$ cat config.mk
export PLATFORM = sky130hd
export DESIGN_NAME = apb_reg_slave
export DESIGN_NICKNAME = d
export VERILOG_FILES = /design/src/rtl/apb_reg_slave_pkg.sv /design/src/rtl/apb_reg_slave_wait_counter.sv /design/src/rtl/apb_reg_slave.sv
export SDC_FILE = /design/constraint.sdc
export NUM_CORES = 1
export LEC_CHECK = 0
export ABC_AREA = 1
export CORE_ASPECT_RATIO = 1.75
export CORE_MARGIN = 1.5
export CORE_UTILIZATION = 45
export DETAILED_ROUTE_END_ITERATION = 6
export SLEW_MARGIN = 20
export SYNTH_ARGS = -nofsm -noshare
export SYNTH_HDL_FRONTEND = slang
export SYNTH_SLANG_ARGS = --single-unit
$ cat constraint.sdc
create_clock -name clk -period 2.6 [get_ports clk]
set_input_delay 0.65 -clock clk [delete_from_list [all_inputs] [get_ports clk]]
set_output_delay 0.65 -clock clk [all_outputs]
set_load 0.02 [all_outputs]
$ cat src/rtl/apb_reg_slave_pkg.sv
// Shared APB slave types: FSM states, captured-request record and register-map constants.
// Pure declarations, no timing or handshake of its own.
package apb_reg_slave_pkg;

  typedef enum logic [1:0] {
    IDLE   = 2'd0,
    SETUP  = 2'd1,
    ACCESS = 2'd2
  } apb_state_e;

  typedef struct packed {
    logic [7:0] addr;
    logic       wr;
    logic [7:0] wdata;
  } apb_req_t;

  localparam logic [7:0] WAITCFG_ADDR  = 8'h0F;
  localparam int         NUM_DATA_REGS = 15;

  function automatic logic is_mapped(input logic [7:0] a);
    return a <= WAITCFG_ADDR;
  endfunction

endpackage

$ cat src/rtl/apb_reg_slave_wait_counter.sv
// 3-bit wait-state counter: load has priority, decrement saturates at zero.
// Zero flag is combinational from the register; load/decrement land one cycle later.
module apb_wait_counter (
  input  logic       core_clk_i,
  input  logic       arst_n_i,
  input  logic       load_i,
  input  logic [2:0] load_val_i,
  input  logic       dec_i,
  output logic [2:0] cnt_o,
  output logic       zero_o
);

  logic [2:0] cnt_q;
  logic [2:0] cnt_d;

  always_comb begin
    cnt_d = cnt_q;
    if (load_i) begin
      cnt_d = load_val_i;
    end else if (dec_i && (cnt_q != 3'd0)) begin
      cnt_d = cnt_q - 3'd1;
    end
  end

  always_ff @(posedge core_clk_i or negedge arst_n_i) begin
    if (!arst_n_i) begin
      cnt_q <= 3'd0;
    end else begin
      cnt_q <= cnt_d;
    end
  end

  assign cnt_o  = cnt_q;
  assign zero_o = (cnt_q == 3'd0);

endmodule

$ cat src/rtl/apb_reg_slave.sv
// APB register slave: 15 data registers plus WAITCFG, which sets N wait states per transfer.
// ready rises N+1 access cycles after SETUP; the master is held until then, sel loss before ready aborts.
module apb_reg_slave
  import apb_reg_slave_pkg::*;
#(
  parameter logic [1:0] SLV_ID   = 2'd1,
  parameter logic [2:0] WAIT_RST = 3'd0
) (
  input  logic       clk,
  input  logic       reset,
  input  logic [1:0] sel,
  input  logic       enable,
  input  logic       write,
  input  logic [7:0] addr,
  input  logic [7:0] wdata,
  output logic [7:0] rdata,
  output logic       ready,
  output logic       err
);

  apb_state_e state_q, state_d;
  apb_req_t   req_q, req_d;
  logic [7:0] regs_q [NUM_DATA_REGS];
  logic [2:0] waitcfg_q;

  logic       selected;
  logic       setup_req;
  logic       commit;
  logic       cnt_load;
  logic       cnt_dec;
  logic       cnt_zero;
  logic [2:0] cnt_val;
  logic [2:0] wait_load;

  assign selected  = (sel == SLV_ID);
  assign setup_req = selected && !enable;

  // A WAITCFG write completing in the same cycle as a back-to-back SETUP feeds that SETUP.
  assign wait_load = (commit && (req_q.addr == WAITCFG_ADDR)) ? req_q.wdata[2:0] : waitcfg_q;

  apb_wait_counter u_wait_counter (
    .core_clk_i (clk),
    .arst_n_i   (reset),
    .load_i     (cnt_load),
    .load_val_i (wait_load),
    .dec_i      (cnt_dec),
    .cnt_o      (cnt_val),
    .zero_o     (cnt_zero)
  );

  always_comb begin
    state_d  = state_q;
    req_d    = req_q;
    cnt_load = 1'b0;
    cnt_dec  = 1'b0;
    commit   = 1'b0;
    ready    = 1'b0;
    err      = 1'b0;
    rdata    = 8'h00;
    unique case (state_q)
      IDLE: begin
        if (setup_req) begin
          state_d  = SETUP;
          req_d    = '{addr: addr, wr: write, wdata: wdata};
          cnt_load = 1'b1;
        end
      end
      SETUP: begin
        if (!selected) begin
          state_d = IDLE;
        end else if (enable) begin
          state_d = ACCESS;
        end
      end
      ACCESS: begin
        if (cnt_zero) begin
          ready  = 1'b1;
          err    = !is_mapped(req_q.addr);
          commit = req_q.wr && is_mapped(req_q.addr);
          if (!req_q.wr && is_mapped(req_q.addr)) begin
            rdata = (req_q.addr == WAITCFG_ADDR) ? {5'b0, waitcfg_q} : regs_q[req_q.addr[3:0]];
          end
          if (setup_req) begin
            state_d  = SETUP;
            req_d    = '{addr: addr, wr: write, wdata: wdata};
            cnt_load = 1'b1;
          end else begin
            state_d = IDLE;
          end
        end else if (!selected) begin
          state_d = IDLE;
        end else begin
          cnt_dec = 1'b1;
        end
      end
      default: state_d = IDLE;
    endcase
  end

  always_ff @(posedge clk or negedge reset) begin
    if (!reset) begin
      state_q <= IDLE;
      req_q   <= '0;
    end else begin
      state_q <= state_d;
      req_q   <= req_d;
    end
  end

  always_ff @(posedge clk or negedge reset) begin
    if (!reset) begin
      for (int i = 0; i < NUM_DATA_REGS; i++) begin
        regs_q[i] <= 8'h00;
      end
      waitcfg_q <= WAIT_RST;
    end else if (commit) begin
      if (req_q.addr == WAITCFG_ADDR) begin
        waitcfg_q <= req_q.wdata[2:0];
      end else begin
        regs_q[req_q.addr[3:0]] <= req_q.wdata;
      end
    end
  end

endmodule

After elaboration in Yosys (flattened, before gate mapping). Cells that the tools add are included.

Bitwise gates (word level): 2. Multiplexer cells: 35. Reduce and logical (&&, ||, !) cells: 18. Eq/ne operators: 8. $lt $le $gt $ge: 3. Add/sub/neg operators: 1.

Operators by type and width (count): 120-bit bitwise mux (1); 8-bit two-way mux (7); 17-bit two-way mux (2); 17-bit case mux with 2 select lines (1); 8-bit binary-select mux with 4-bit select (1); 8-bit demux with 4-bit select (1); 1-bit two-way mux (12); 2-bit two-way mux (5); 3-bit two-way mux (3); 8-bit by 4-bit == test with 1-bit output (second input constant) (1); 8-bit by 4-bit less-or-equal comparator with 1-bit output (second input constant) (1); 1-bit logical AND (6); 3-bit inequality test (second input constant) (2); 2-bit case mux with 3 select lines (1); 2-bit AND reduction (3); 5-bit >= comparator (second input constant) (1); 5-bit by 1-bit < comparator with 1-bit output (second input constant) (1); 4-bit inverter with 5-bit output (1); 2-bit by 1-bit == test with 1-bit output (second input constant) (2); 2-bit inequality test (second input constant) (2); 2-bit nonzero test (2); 1-bit logical NOT (3); 3-bit logical NOT (1); 3-bit AND reduction (1); 6 further kinds (6).

Output and inout bits: 10. Bits of input ports: 22. Logic and storage cells: 88. Flip-flop bits (word level): 145.

Logic depth before layout (Yosys ltp). Gate-level depths: netlist of run 1.

Depth after elaboration: 8. Gate-level depth with buffers: 12. Gate-level depth less buffers: 11.

By module. A second synthesis of run 1 with hierarchy kept.

Cell total of the unflattened synthesis: 998. Area total of the unflattened synthesis: 7408.4 um2.

Modules (own cells, without submodules): apb_reg_slave (area each 7215.7 um2, seq. area each 3553.4 um2, cells each 971, instances 1); apb_wait_counter (area each 192.7 um2, seq. area each 75.1 um2, cells each 27, instances 1).

Worst setup path after synthesis of run 1. Ideal clock, no wire load.

Path type: register to output. Start: reg u_wait_counter.cnt_q[0], in the netlist u_wait_counter.cnt_o[0]. End: out rdata[3]. Data arrival time: 1630 ps. Stages on the path, launching flop included: 9. Slack: 320 ps. Cells stage by stage: dfrtp_1 inv_1 ha_1 inv_1 nor2_2 nand2_4 nor3_1 o21ai_0 nor2_1.

Word-level cells in the longest chain between the ends: 3.

RTL lines: start: declaration (line apb_reg_slave_wait_counter.sv:13) `logic [2:0] cnt_q;`; start signal: assignment (line apb_reg_slave_wait_counter.sv:29) `cnt_q <= cnt_d;`; 3-bit logical NOT (line apb_reg_slave_wait_counter.sv:34) `assign zero_o = (cnt_q == 3'd0);`; 8-bit two-way mux (line apb_reg_slave.sv:76) `if (cnt_zero) begin`; 8-bit two-way mux (line apb_reg_slave.sv:60) `unique case (state_q)`; end: declaration (line apb_reg_slave.sv:16) `output logic [7:0] rdata,`.

Every way passes these cells.

Worst setup path after layout of run 1.
Start: reg req_q[9] in the netlist's numbering. End: out rdata[0].

Word-level cells in the longest chain between the ends: 8. Elaborated cells between the ends (all ways): 11.

RTL lines: start: declaration (line apb_reg_slave.sv:22) `apb_req_t req_q, req_d;`; start signal: assignment (line apb_reg_slave.sv:106) `req_q <= req_d;`; 4-bit inverter with 5-bit output (not written as such) (line apb_reg_slave.sv:81) `rdata = (req_q.addr == WAITCFG_ADDR) ? {5'b0, waitcfg_q} : regs_q[req_q.addr[3:0]];`; 8-bit binary-select mux with 4-bit select (line apb_reg_slave.sv:81); 8-bit two-way mux (not written as such) (2 in series) (line apb_reg_slave.sv:81); 8-bit two-way mux (line apb_reg_slave.sv:81); 8-bit two-way mux * (line apb_reg_slave.sv:80) `if (!req_q.wr && is_mapped(req_q.addr)) begin`; 8-bit two-way mux * (line apb_reg_slave.sv:76); 8-bit two-way mux * (line apb_reg_slave.sv:60).

Every way passes the cells marked *; elsewhere a longest branch is shown, timed or not. The select of a mux whose other input is x is not followed.

==> results of run 1 <==
## synth_stat cells
| master | n | area, um^2 |
|---|---|---|
| ha_1 | 2 | 25.0 |
| buf_4 | 2 | 15.0 |
| nand3_1 | 39 | 195 |
| o21ai_1 | 54 | 270 |
| nor2_2 | 1 | 6.26 |
| buf_1 | 3 | 11.3 |
| a21oi_1 | 7 | 35.0 |
| xnor2_1 | 1 | 8.76 |
| a31oi_1 | 1 | 6.26 |
| nand2_2 | 5 | 31.3 |
| nor2_8 | 4 | 80.1 |
| nand2_8 | 1 | 20.0 |
| xor2_1 | 1 | 8.76 |
| inv_1 | 23 | 86.3 |
| inv_2 | 2 | 7.51 |
| nand2_4 | 8 | 90.1 |
| nand2_1 | 377 | 1420 |
| nand4_1 | 7 | 43.8 |
| o21ai_0 | 67 | 335 |
| nor2_4 | 2 | 22.5 |
| o21ai_2 | 21 | 184 |
| buf_6 | 12 | 135 |
| nor2_1 | 29 | 109 |
| buf_2 | 17 | 85.1 |
| nor3_1 | 2 | 10.0 |
| dfrtp_1 | 145 | 3630 |
| clkbuf_1 | 14 | 52.6 |
## metrics by stage
stage / setup TNS, ns / power, mW / instance area, um^2
final: 0 / 5.99 / 8430
after global routing: -0.417 / 6.21 / 8430
after CTS: -0.101 / 5.97 / 8260
after detailed placement: -0.846 / 3.25 / 7520
after global placement: -0.647 / 3.25 / 7520
after floorplan: 0 / 2.85 / 6920
## final timing paths
path	start	endpoint	slack (ns)	cells after the start
setup / recovery	req_q[9]$_DFFE_PN0P_	rdata[0]	0.003	10
hold / removal	reset	req_q[3]$_DFFE_PN0P_	0.19	1
setup reg to reg	u_wait_counter.cnt_o[0]$_DFFE_PN0P_	regs_q[70]$_DFFE_PN0P_	0.58	12
hold reg to reg	regs_q[104]$_DFFE_PN0P_	regs_q[104]$_DFFE_PN0P_	0.48	2
max in group asynchronous	reset	regs_q[86]$_DFFE_PN0P_	1.64	2
min in group clk	regs_q[104]$_DFFE_PN0P_	regs_q[104]$_DFFE_PN0P_	0.48	2
## kinds of logic (layout without fill, tap and decap cells)
family,after synthesis,in the layout
buffers and inverters,73,131
adder cells (fa/ha/maj),2,2
AND/OR/NAND/NOR,475,475
flip-flops,145,145
XOR/XNOR,2,2
AO/OA/AOI/OAI,150,150
## timing repair
| action | CTS | global route |
|---|---|---|
| setup buffers | 3 | 2 |
| hold buffers | 0 | 0 |
| gates cloned | 0 | 1 |
| endpoints found under the setup margin | 10 | 8 |
| gates resized for setup | 73 | 45 |
| pin swaps | 5 | 18 |
## metal layers
metal	GRT usage, %	part of all wire (%)
met5	0	0
met4	8.57	2.4
met3	4.15	2.7
met2	41.7	54
met1	27.1	41
## layout make-up
| cell class | count | share of cell area, % |
|---|---|---|
| Clock buffer | 22 | 5.51 |
| Clock inverter | 9 | 2.14 |
| Inverter | 25 | 1.14 |
| Multi-Input combinational cell | 629 | 36.5 |
| Sequential cell | 145 | 43.1 |
| Tap cell | 183 | 2.72 |
| Timing Repair Buffer | 75 | 8.88 |
## power breakdown
part | internal [mW] | leakage (nW) | switching [mW]
registers | 2.33 | 2.00 | 0.0476
logic | 0.289 | 1.86 | 0.644
clock network | 1.75 | 0.310 | 0.930
## sequential cells by signal, indices dropped and copies added (netlist names)
name                  cells
state_q                   2
regs_q                  120
req_q                    17
waitcfg_q                 3
u_wait_counter.cnt_o      3
## worst reg2reg max path: cells and delay by family, from the launching register on
kind | cells | cell delay [ns]
adders and majority gates | 1 | 0.14
and+or+nand+nor | 7 | 1.03
AOI/OAI and AO/OA | 1 | 0.06
buffers and inverters | 3 | 0.28
DFF | 1 | 0.38
==> metrics.yaml, run 1 <==
tightestPinTransition_ns: 0.805
worstPathRequired_ns: 1.95
holdWs_ns: 0.186
synth_top_family_by_area: "simple AND/OR/NAND/NOR gates"
grt_usage_pct: 23.1
period_minus_slack_ns: 2.60
drv_cap: 0
yosysSeqAreaShare_pct: 52.5
nNetsFinal: 917
drtIter0Drc: 319
place_inst: 1053
wl_per_cell_um: 16.6
multi_input_area_um2: 3080
timing.fmax_ghz: 0.385
core_um2: 15000
synth_xor_area_share_pct: 0.253
grt_pass1_wl_um: 29700
synth.avg_cell_area_um2: 8.17
rows: 59
finalCritPeriodShare_pct: 99.9
final_cell_mix: "nand2_1 (369), dfrtp_1 (144), o21ai_0 (59)"
die_width_um: 96.7
fin_util_pct: 56.2
synth.distinct_cells: 27
hpwl_um: 12500
endpoint_kind: "output pin"
cts_buffer_depth: 2
clk_latency_ns: 0.42
vias: 5746
ios: 32
power.density_nw_per_um2: 711
relSlewSlack_pct: 46.2
final.fill_count: 1371
arrival_ns: 1.95
leakagePower_nw: 4.16
antenna_found_initial: 0
htree_levels: 4
finalWirelength_um: 18100
max-vdd-ir-drop_mv: 0.537
grt_max_degree: 54
synth_compound_area_share_pct: 12.0
initial_core_util_pct: 46.2
antennaDiodeCount: 0
cts.sinks: 145
cts_buffers: 17
final_hold_viol_count: 0
run_status: "finished, final reports clean"
regArea_um2: 3630
grt_pass1_vias: 5887
cp_max_fo: 7
die-area_um2: 16200
overflow: 0
yosysWarnings: 0
crit_slowest_cell: "dfrtp_1"
layoutNonFillerInstCount: 1088
cts_tree: "done"
die_h_um: 167
drive_above_1_share_pct: 18.0
synth_mux_area_share_pct: 0
place_ws_ns: -0.171
worstSetupStartpointType: "register"
gp_congestion: 0.850
slew_viol_final: 0
max_stage_delay_ns: 0.43
cts_root_buf: "clkbuf_16"
netlist_area_um2: 6920
ys_seq_elements: 145
fin_skew_ns: 0.00769
drc_errors: 0
layout_commonest_cell: "nand2_1"
yosys.area_share.simple_pct: 29.2
critPathKind: "reg -> out"
synth_fa_ha_area_share_pct: 0.362
dr.pass1.iters: 5
critical-path-top-delay-family: "simple AND/OR/NAND/NOR gates"
io_buffers: 31
final_antenna_net_count: 0
path_buf_inv: 3
via_per_inst: 5.28
synth_nets: 871
hp-class: "in -> async"
setup_slack_ns: 0.00295
syn2layout_area_growth_pct: 21.8
rsz0062_at_grt: "true"
clk_pin_slew_ns: 0.06
netlist_instances: 847
setup_viol_count_final: 0
crit_path_cell_trace: "buf_6 > nor2_4 > buf_6 > nand2_1 > nand3_1 > nand2_1 > nand3_2 > nor2_1 > nor2_1 > buf_4"
Power figures use the tool's default switching activity.
==> run 2: changes to the inputs <==
==> constraint.sdc (replaced) <==
create_clock -name clk -period 2.7 [get_ports clk]
set_input_delay 0.675 -clock clk [delete_from_list [all_inputs] [get_ports clk]]
set_output_delay 0.675 -clock clk [all_outputs]
set_load 0.02 [all_outputs]
==> metrics.yaml, run 2 (same netlist as run 1, synthesis figures left out) <==
run_status: "finished, final reports clean"
power_frac_seq_pct: 42.0
use_met3_pct: 3.73
max-vdd-ir-drop_mv: 0.438
cts.sinks: 145
setup_slack_ns: 0.0559
clk_latency_ns: 0.42
place_ws_ns: -0.0681
wl_per_cell_um: 16.5
ios: 32
top_usage_layer: "met2"
top_register: "regs_q"
cts_hold_buf: 0
reg_top3: "regs_q x120, req_q x17"
power.density_nw_per_um2: 664
io_buffers: 31
die-area_um2: 16200
cts_buffer_depth: 2
arrival_ns: 1.97
period_minus_slack_ns: 2.64
via_per_inst: 5.31
holdWs_ns: 0.171
setup_tns_ns: 0
dr.pass1.iters: 5
rsz0062_at_grt: "true"
relSlewSlack_pct: 44.8
layout_commonest_cell: "nand2_1"
gp_congestion: 0.858
grtUsageMet1_pct: 27.6
finalWirelength_um: 17900
critPathKind: "reg -> out"
p_sw_mw: 1.54
fin_skew_ns: 0.0107
die_width_um: 96.7
syn2layout_area_growth_pct: 18.6
rows: 59
finalCritPeriodShare_pct: 97.9
worstSetupStartpointType: "register"
drv_cap: 0
core_um2: 15000
cts_root_buf: "clkbuf_16"
nNetsFinal: 914
p_clk_share_pct: 42.8
final.fill_count: 1366
power.internal_mw: 3.91
clk_pin_slew_ns: 0.06
largest_reg_flops: 120
grt_pass1_vias: 5755
final_cell_mix: "nand2_1 (376), dfrtp_1 (144), o21ai_0 (61)"
antennaDiodeCount: 0
vias: 5759
cts_tree: "done"
htree_levels: 4
worstPathRequired_ns: 2.03
use_met2_pct: 41.0
hp-class: "in -> async"
drive_above_1_share_pct: 16.0
die_h_um: 167
cp_max_fo: 6
initial_core_util_pct: 46.2
drc_errors: 0
drtIter0Drc: 298
power_frac_comb_pct: 15.2
setup_viol_count_final: 0
swShare_pct: 28.3
antenna_found_initial: 0
slew_viol_final: 0
final_antenna_net_count: 0
hpwl_um: 12400
grt_pass1_wl_um: 29400
final_hold_viol_count: 0
grt_max_degree: 60
grt_usage_pct: 23.0
overflow: 0
timing.fmax_ghz: 0.378
total_power_mw: 5.45
endpoint_kind: "output pin"
tightestPinTransition_ns: 0.828
cts_buffers: 17
leakagePower_nw: 4.05
run 2: per-layer routing:
metal  vias up  wire [um]
li1       2802          -
met2       139       9490
met5         -          0
met3        33        680
met4         0        518
met1      2785       7240
run 2: cell type report:
cell class              instances  area [um^2]  share of cell area (%)
multi-input cells             629         3000                    36.6
well taps                     183          229                    2.79
clock inverters                12          144                    1.75
inverters                      25         96.3                    1.17
flip-flops and latches        145         3630                    44.2
clock buffers                  18          429                    5.23
repair buffers                 72          676                    8.24
run 2: through the flow:
step	util, %	std cells	instance area [um^2]
2_1_floorplan	-	847	6920
3_3_place_gp	50.0	1051	7490
3_5_place_dp	50.0	1051	7490
4_1_cts	53.9	1081	8080
5_1_grt	54.7	1084	8200
6_report	54.7	1084	8200
run 2: critical path: stages, from the launching register on:
cell and delay, ns:
dfrtp_2 0.46, buf_4 0.19, buf_4 0.15, nand3_1 0.08
nand2_1 0.08, o21ai_2 0.17, nand2_1 0.11, nor2_2 0.14
nor2_4 0.04, buf_6 0.12
run 2: repair_timing:
| item | CTS | global route |
|---|---|---|
| setup endpoints to repair | 10 | 8 |
| gates resized for setup | 56 | 30 |
| pin swaps | 3 | 4 |
| setup buffers | 0 | 3 |
run 2: path summary, 6_finish.rpt:
check                                                         start                endpoint  slack (ns)  cells after the start
worst max register to register  u_wait_counter.cnt_o[1]$_DFFE_PN0P_  regs_q[29]$_DFFE_PN0P_        0.50                     10
worst min register to register                req_q[13]$_DFFE_PN0P_   req_q[13]$_DFFE_PN0P_        0.48                      2
min in group clk                              req_q[13]$_DFFE_PN0P_   req_q[13]$_DFFE_PN0P_        0.48                      2
worst max-delay path                          req_q[10]$_DFFE_PN0P_                rdata[6]        0.06                      9
worst min-delay path                                          reset  regs_q[24]$_DFFE_PN0P_        0.17                      1
max in group asynchronous                                     reset   regs_q[5]$_DFFE_PN0P_        1.84                      2
run 2: power by group through the flow:
stage | clock, mW | combinational, mW | sequential (mW)
after global placement | 0 | 0.793 | 2.32
final | 2.33 | 0.827 | 2.29
after floorplan | 0 | 0.433 | 2.31
after detailed placement | 0 | 0.802 | 2.32
after CTS | 2.37 | 0.806 | 2.29
after global routing | 2.47 | 0.891 | 2.30
==> run 3: changes to the inputs <==
--- a/config.mk
+++ b/config.mk
@@ -6,6 +6,7 @@
 export NUM_CORES = 1
 export LEC_CHECK = 0
 export ABC_AREA = 1
+export CAP_MARGIN = 20
 export CORE_ASPECT_RATIO = 1.75
 export CORE_MARGIN = 1.5
 export CORE_UTILIZATION = 45
==> results of run 3 <==
Final layout, timing and power as in run 2 (identical DEF).
